File: src/rtl/sram_port_ctrl.sv
// sram_port_ctrl
// Front-end between the core LSU request/response bus and port 0 of the
// on-chip data SRAM. Checks size/alignment, builds the byte write mask and
// the lane-replicated write data, drives the SRAM pins combinationally from
// the accepting request, and returns read data / write acks strictly in
// request order through a 2-entry response FIFO.
//
// Ports:
//   clock, reset          - single clock (also SRAM clk0), async active-high reset
//   req_valid/req_ready   - request handshake
//   req_write             - 1 = store, 0 = load
//   req_addr              - byte address (ADDR_WIDTH+2 bits)
//   req_size              - 0 byte, 1 half, 2 word, 3 illegal
//   req_wdata             - store data, LSB-justified
//   rsp_valid/rsp_ready   - response handshake
//   rsp_rdata             - SRAM word for loads, 0 for stores and errors
//   rsp_write, rsp_err    - echoed write flag, misaligned/illegal flag
//   csb0, web0, wmask0,
//   addr0, din0, dout0    - SRAM port-0 pins
module sram_port_ctrl #(
    parameter int ADDR_WIDTH = 14,
    parameter int DATA_WIDTH = 32,
    parameter int NUM_WMASKS = 4
) (
    input  logic                    clock,
    input  logic                    reset,
    input  logic                    req_valid,
    output logic                    req_ready,
    input  logic                    req_write,
    input  logic [ADDR_WIDTH+1:0]   req_addr,
    input  logic [1:0]              req_size,
    input  logic [DATA_WIDTH-1:0]   req_wdata,
    output logic                    rsp_valid,
    input  logic                    rsp_ready,
    output logic [DATA_WIDTH-1:0]   rsp_rdata,
    output logic                    rsp_write,
    output logic                    rsp_err,
    output logic                    csb0,
    output logic                    web0,
    output logic [NUM_WMASKS-1:0]   wmask0,
    output logic [ADDR_WIDTH-1:0]   addr0,
    output logic [DATA_WIDTH-1:0]   din0,
    input  logic [DATA_WIDTH-1:0]   dout0
);

    typedef enum logic [1:0] {
        SZ_BYTE = 2'd0,
        SZ_HALF = 2'd1,
        SZ_WORD = 2'd2,
        SZ_BAD  = 2'd3
    } size_e;

    size_e                  size;
    logic [1:0]             b;
    logic                   err;
    logic                   fire;
    logic                   access;
    logic                   pop;
    logic                   push;
    logic [2:0]             occupancy;
    logic [NUM_WMASKS-1:0]  lane_mask;
    logic [DATA_WIDTH-1:0]  wdata_rep;

    // In-flight slot: the SRAM access issued last cycle, waiting for dout0.
    logic                   inflight;
    logic                   if_write;
    logic                   if_err;

    // Response FIFO, 2 entries, 1-bit wrapping pointers.
    logic [DATA_WIDTH-1:0]  fifo_rdata [2];
    logic                   fifo_write [2];
    logic                   fifo_err   [2];
    logic [1:0]             count;
    logic                   wr_ptr;
    logic                   rd_ptr;

    assign size = size_e'(req_size);
    assign b    = req_addr[1:0];

    always_comb begin
        err = 1'b0;
        case (size)
            SZ_BYTE: err = 1'b0;
            SZ_HALF: err = b[0];
            SZ_WORD: err = (b != 2'b00);
            SZ_BAD:  err = 1'b1;
            default: err = 1'b1;
        endcase
    end

    always_comb begin
        lane_mask = '0;
        wdata_rep = '0;
        case (size)
            SZ_BYTE: begin
                lane_mask = 4'b0001 << b;
                wdata_rep = {4{req_wdata[7:0]}};
            end
            SZ_HALF: begin
                lane_mask = 4'b0011 << b;
                wdata_rep = {2{req_wdata[15:0]}};
            end
            SZ_WORD: begin
                lane_mask = 4'b1111;
                wdata_rep = req_wdata;
            end
            default: begin
                lane_mask = '0;
                wdata_rep = '0;
            end
        endcase
    end

    // A response slot is freed in the same cycle it is popped, which is what
    // lets one request per cycle through while rsp_ready stays high.
    assign pop       = rsp_valid && rsp_ready;
    assign push      = inflight;
    assign occupancy = {1'b0, count} + {2'b00, inflight} - {2'b00, pop};
    assign req_ready = !reset && (occupancy < 3'd2);
    assign fire      = req_valid && req_ready;
    assign access    = fire && !err;

    assign csb0   = !access;
    assign web0   = !(access && req_write);
    assign wmask0 = (access && req_write) ? lane_mask : '0;
    assign addr0  = req_addr[ADDR_WIDTH+1:2];
    assign din0   = req_write ? wdata_rep : '0;

    always_ff @(posedge clock or posedge reset) begin
        if (reset) begin
            inflight <= 1'b0;
            if_write <= 1'b0;
            if_err   <= 1'b0;
            count    <= '0;
            wr_ptr   <= 1'b0;
            rd_ptr   <= 1'b0;
            for (int unsigned i = 0; i < 2; i++) begin
                fifo_rdata[i] <= '0;
                fifo_write[i] <= 1'b0;
                fifo_err[i]   <= 1'b0;
            end
        end else begin
            inflight <= fire;
            if (fire) begin
                if_write <= req_write;
                if_err   <= err;
            end
            // dout0 is valid the cycle after the SRAM sampled the read.
            if (push) begin
                fifo_rdata[wr_ptr] <= (!if_write && !if_err) ? dout0 : '0;
                fifo_write[wr_ptr] <= if_write;
                fifo_err[wr_ptr]   <= if_err;
                wr_ptr             <= ~wr_ptr;
            end
            if (pop) begin
                rd_ptr <= ~rd_ptr;
            end
            count <= count + {1'b0, push} - {1'b0, pop};
        end
    end

    assign rsp_valid = (count != 2'd0);
    assign rsp_rdata = rsp_valid ? fifo_rdata[rd_ptr] : '0;
    assign rsp_write = rsp_valid ? fifo_write[rd_ptr] : 1'b0;
    assign rsp_err   = rsp_valid ? fifo_err[rd_ptr]   : 1'b0;

endmodule

File: config.mk
export PLATFORM = sky130hd
export DESIGN_NAME = sram_port_ctrl
export DESIGN_NICKNAME = d
export VERILOG_FILES = /design/src/rtl/sram_port_ctrl.sv
export SDC_FILE = /design/constraint.sdc
export NUM_CORES = 1
export LEC_CHECK = 0
export ABC_AREA = 1
export CAP_MARGIN = 20
export CORE_MARGIN = 2
export CORE_UTILIZATION = 42
export DETAILED_ROUTE_END_ITERATION = 10
export GPL_TIMING_DRIVEN = 0
export PLACE_DENSITY = 0.8
export SYNTH_ARGS = -nofsm -noshare
export SYNTH_HDL_FRONTEND = slang
export SYNTH_SLANG_ARGS = --single-unit
File: constraint.sdc
create_clock -name clock -period 3.2 [get_ports clock]
set_input_delay 0.48 -clock clock [delete_from_list [all_inputs] [get_ports clock]]
set_output_delay 0.48 -clock clock [all_outputs]
set_load 0.02 [all_outputs]
==> impl_metrics.yaml <==
global_route:
  grt-ovfl-total: 0
  grtUsageTotal_pct: 24.44
  grt_max_degree: 76
  antenna_found_initial: 0
  grt_pass1_vias: 4295
  grt_pass1_wl_um: 20040
floorplanning:
  chipHeight_um: 102.5
  coreArea_mm2: 0.009328
  die_w_um: 102.5
  die_area_mm2: 0.01051
  start_util_pct: 43.69
  boundaryPins: 175
  std_cell_rows: 35
layout:
  design_area_mm2: 0.006187
  final_cells: 870
  area_delta_synth_final_pct: 51.83
  n_antenna_cell: 0
  layout.nets: 826
  drive_above_1_share_pct: 12.01
setup_path:
  critPathCaptureType: "output pin"
  crit_fanout: 5
  cp_data_arrival_time_ns: 2.66
  cp-start-kind: "flip-flop"
  worstPathRequired_ns: 2.72
  path_class: "flip-flop to output pin"
clock_tree:
  h-tree-depth: 3
  cts_num_sinks: 75
  clk_path_buf_depth: 2
  root_buffer: "clkbuf_8"
  clkTransAtPathRegs_ns: 0.07
  cts_tree: "done"
  insertion_delay_ns: 0.35
  cts_made_buffers: 9
yosys:
  synth_ff_type: "dfrtp_1"
  synth_top_family_by_area: "simple AND/OR/NAND/NOR gates"
  yosys.area_share.xor_xnor_pct: 0.2149
  synth-edff-count: 0
  yosys-top-cells-count: "nand2_1 (238), dfrtp_1 (75), o21ai_0 (60)"
  yosys-top-cells-area: "dfrtp_1 (46%), nand2_1 (22%), o21ai_0 (7.4%)"
  synth_nets: 651
  synth_adder_area_share_pct: 1.105
  synthMuxAreaShare_pct: 0
  syn_area_per_cell_um2: 7.264
  synth_cell_types: 25
  synth-compound-area-share_pct: 15.69
  ys_seq_elements: 75
  async_reset_ff_share_pct: 100.0
  yosys.area_share.simple_pct: 26.68
  netlist_instances: 561
  synth_top_area_share_pct: 46.05
  yosysTopAreaCell: "dfrtp_1"
  yosys_warnings: 0
  netlist_area_mm2: 0.004075
  seq_area_frac_synth_pct: 46.05
  synth_most_common_cell: "nand2_1"
sta:
  max_slew.worst_pin.slew_ns: 0.9162
  fin_hold_ws_ns: 0.4871
  slew_violations: 0
  finClkSkew_ns: 0.007729
  finalCritPeriodShare_pct: 98.16
  fin_ws_ns: 0.05882
  slew_headroom_pct: 38.92
  rsz0062_at_grt: "true"
  max_freq_mhz: 318.4
  setup_viol: 0
  hold_viol_final: 0
  fin_crit_ns: 3.141
route:
  drcViolationCount: 0
  routed_wl_um: 12630
  first_pass_iters: 4
  drt.antenna.violating_nets: 0
  vias: 4423
  drtIter0Drc: 248
  wl_per_cell_um: 14.52
  drt-vias-per-instance: 5.084
power:
  finalPower_mw: 5.199
  vdd_drop_max_v: 0.0003463
  p_per_area_mw_per_mm2: 840.3
  leakage_nw: 2.828
placed_design:
  gp_congestion: 0.8541
  io_buffers: 159
  place_area_mm2: 0.005831
  place_ws_ns: -0.7023
  dpl.cell_count: 849
  hpwl_um: 9122
status:
  outcome: "finished, final reports clean"
job:
  drv_cap: 0
hold_path:
  hp-class: "flip-flop to flip-flop"
[layout make-up]
| cell class | count | area (um2) |
|---|---|---|
| Clock inverter | 4 | 95.09 |
| Inverter | 35 | 133.9 |
| Sequential cell | 75 | 1877 |
| Fill cell | 775 | 3141 |
| Multi-Input combinational cell | 404 | 1848 |
| Clock buffer | 12 | 165.2 |
| Timing Repair Buffer | 164 | 1620 |
| Buffer | 47 | 286.5 |
| Tap cell | 129 | 161.4 |
[cells by family (layout without fill, tap and decap cells)]
logic type,count (synthesis),in the layout
AND/OR/NAND/NOR,276,276
AO/OA/AOI/OAI,124,124
buffers and inverters,82,262
flip-flops,75,75
adder cells (fa/ha/maj),3,3
XOR/XNOR,1,1
[where the power goes]
part           switching (mW)  total (mW)  internal, mW
clock network           0.343       0.924         0.581
registers               0.228        1.58          1.35
logic                    1.57        2.70          1.13
[per-layer routing]
metal | track usage, % | vias up | share of wire [%]
li1 | - | 2106 | -
met1 | 29.61 | 2069 | 38
met2 | 42.99 | 222 | 51
met3 | 4.881 | 26 | 8.6
met4 | 9.231 | 0 | 2.1
met5 | 0 | - | 0
[flip-flops by register name, indices dropped and copies added (netlist names)]
register and cells:
count 2, fifo_err 2, fifo_rdata 64, fifo_write 2, if_err 1, if_write 1, inflight 1, rd_ptr 1
wr_ptr 1
[path summary, 6_finish.rpt]
path | depth (start not counted) | end | slack (ns) | startpoint
worst max-delay path | 12 | wmask0[1] | 0.06 | count[1]
worst min-delay path | 2 | fifo_write[0] | 0.49 | fifo_write[0]
worst max register to register | 13 | if_write | 0.85 | count[1]
worst min register to register | 2 | fifo_write[0] | 0.49 | fifo_write[0]
max in group asynchronous | 2 | fifo_rdata[63] | 1.88 | reset
min in group asynchronous | 2 | count[1] | 0.70 | reset
[worst max-delay path, stage by stage (launching register included)]
cell and delay, ns:
dfrtp_1 0.41, nor2_4 0.15, nor2_4 0.06, ha_4 0.26
inv_2 0.04, ha_4 0.15, fa_1 0.48, nor2_1 0.13
nand3_2 0.11, nor2_4 0.14, nand3_4 0.12, nor2_2 0.12
buf_4 0.14
[stage by stage]
| stage | util [%] | TNS, ns |
|---|---|---|
| floorplan | - | 0 |
| global placement | 62.48 | -30.12 |
| detailed placement | 62.51 | -4.092 |
| CTS | 65.90 | 0 |
| global route | 66.33 | -0.2134 |
| finish | 66.33 | 0 |
[what timing repair did]
action / CTS / global route
pin swaps: 8 / 2
gates resized for setup: 40 / 6
hold buffers: 0 / 0
setup buffers: 3 / 2
setup endpoints to repair: 7 / 6
[cell usage in the layout, fill, tap and decap left out, types with 2 or more instances in the layout]
| cell type | count |
|---|---|
| a21oi_1 | 51 |
| buf_2 | 16 |
| buf_4 | 23 |
| buf_6 | 6 |
| bufinv_16 | 3 |
| clkbuf_1 | 10 |
| clkbuf_8 | 12 |
| clkdlybuf4s50_1 | 151 |
| dfrtp_1 | 75 |
| dlygate4sd2_1 | 2 |
| ha_4 | 2 |
| inv_1 | 28 |
| inv_2 | 5 |
| nand2_1 | 238 |
| nand3_1 | 8 |
| nor2_1 | 15 |
| nor2_2 | 5 |
| nor2_4 | 6 |
| o21ai_0 | 60 |
| o21ai_1 | 8 |
| o21ai_2 | 5 |
(Power assumes the default switching activity.)
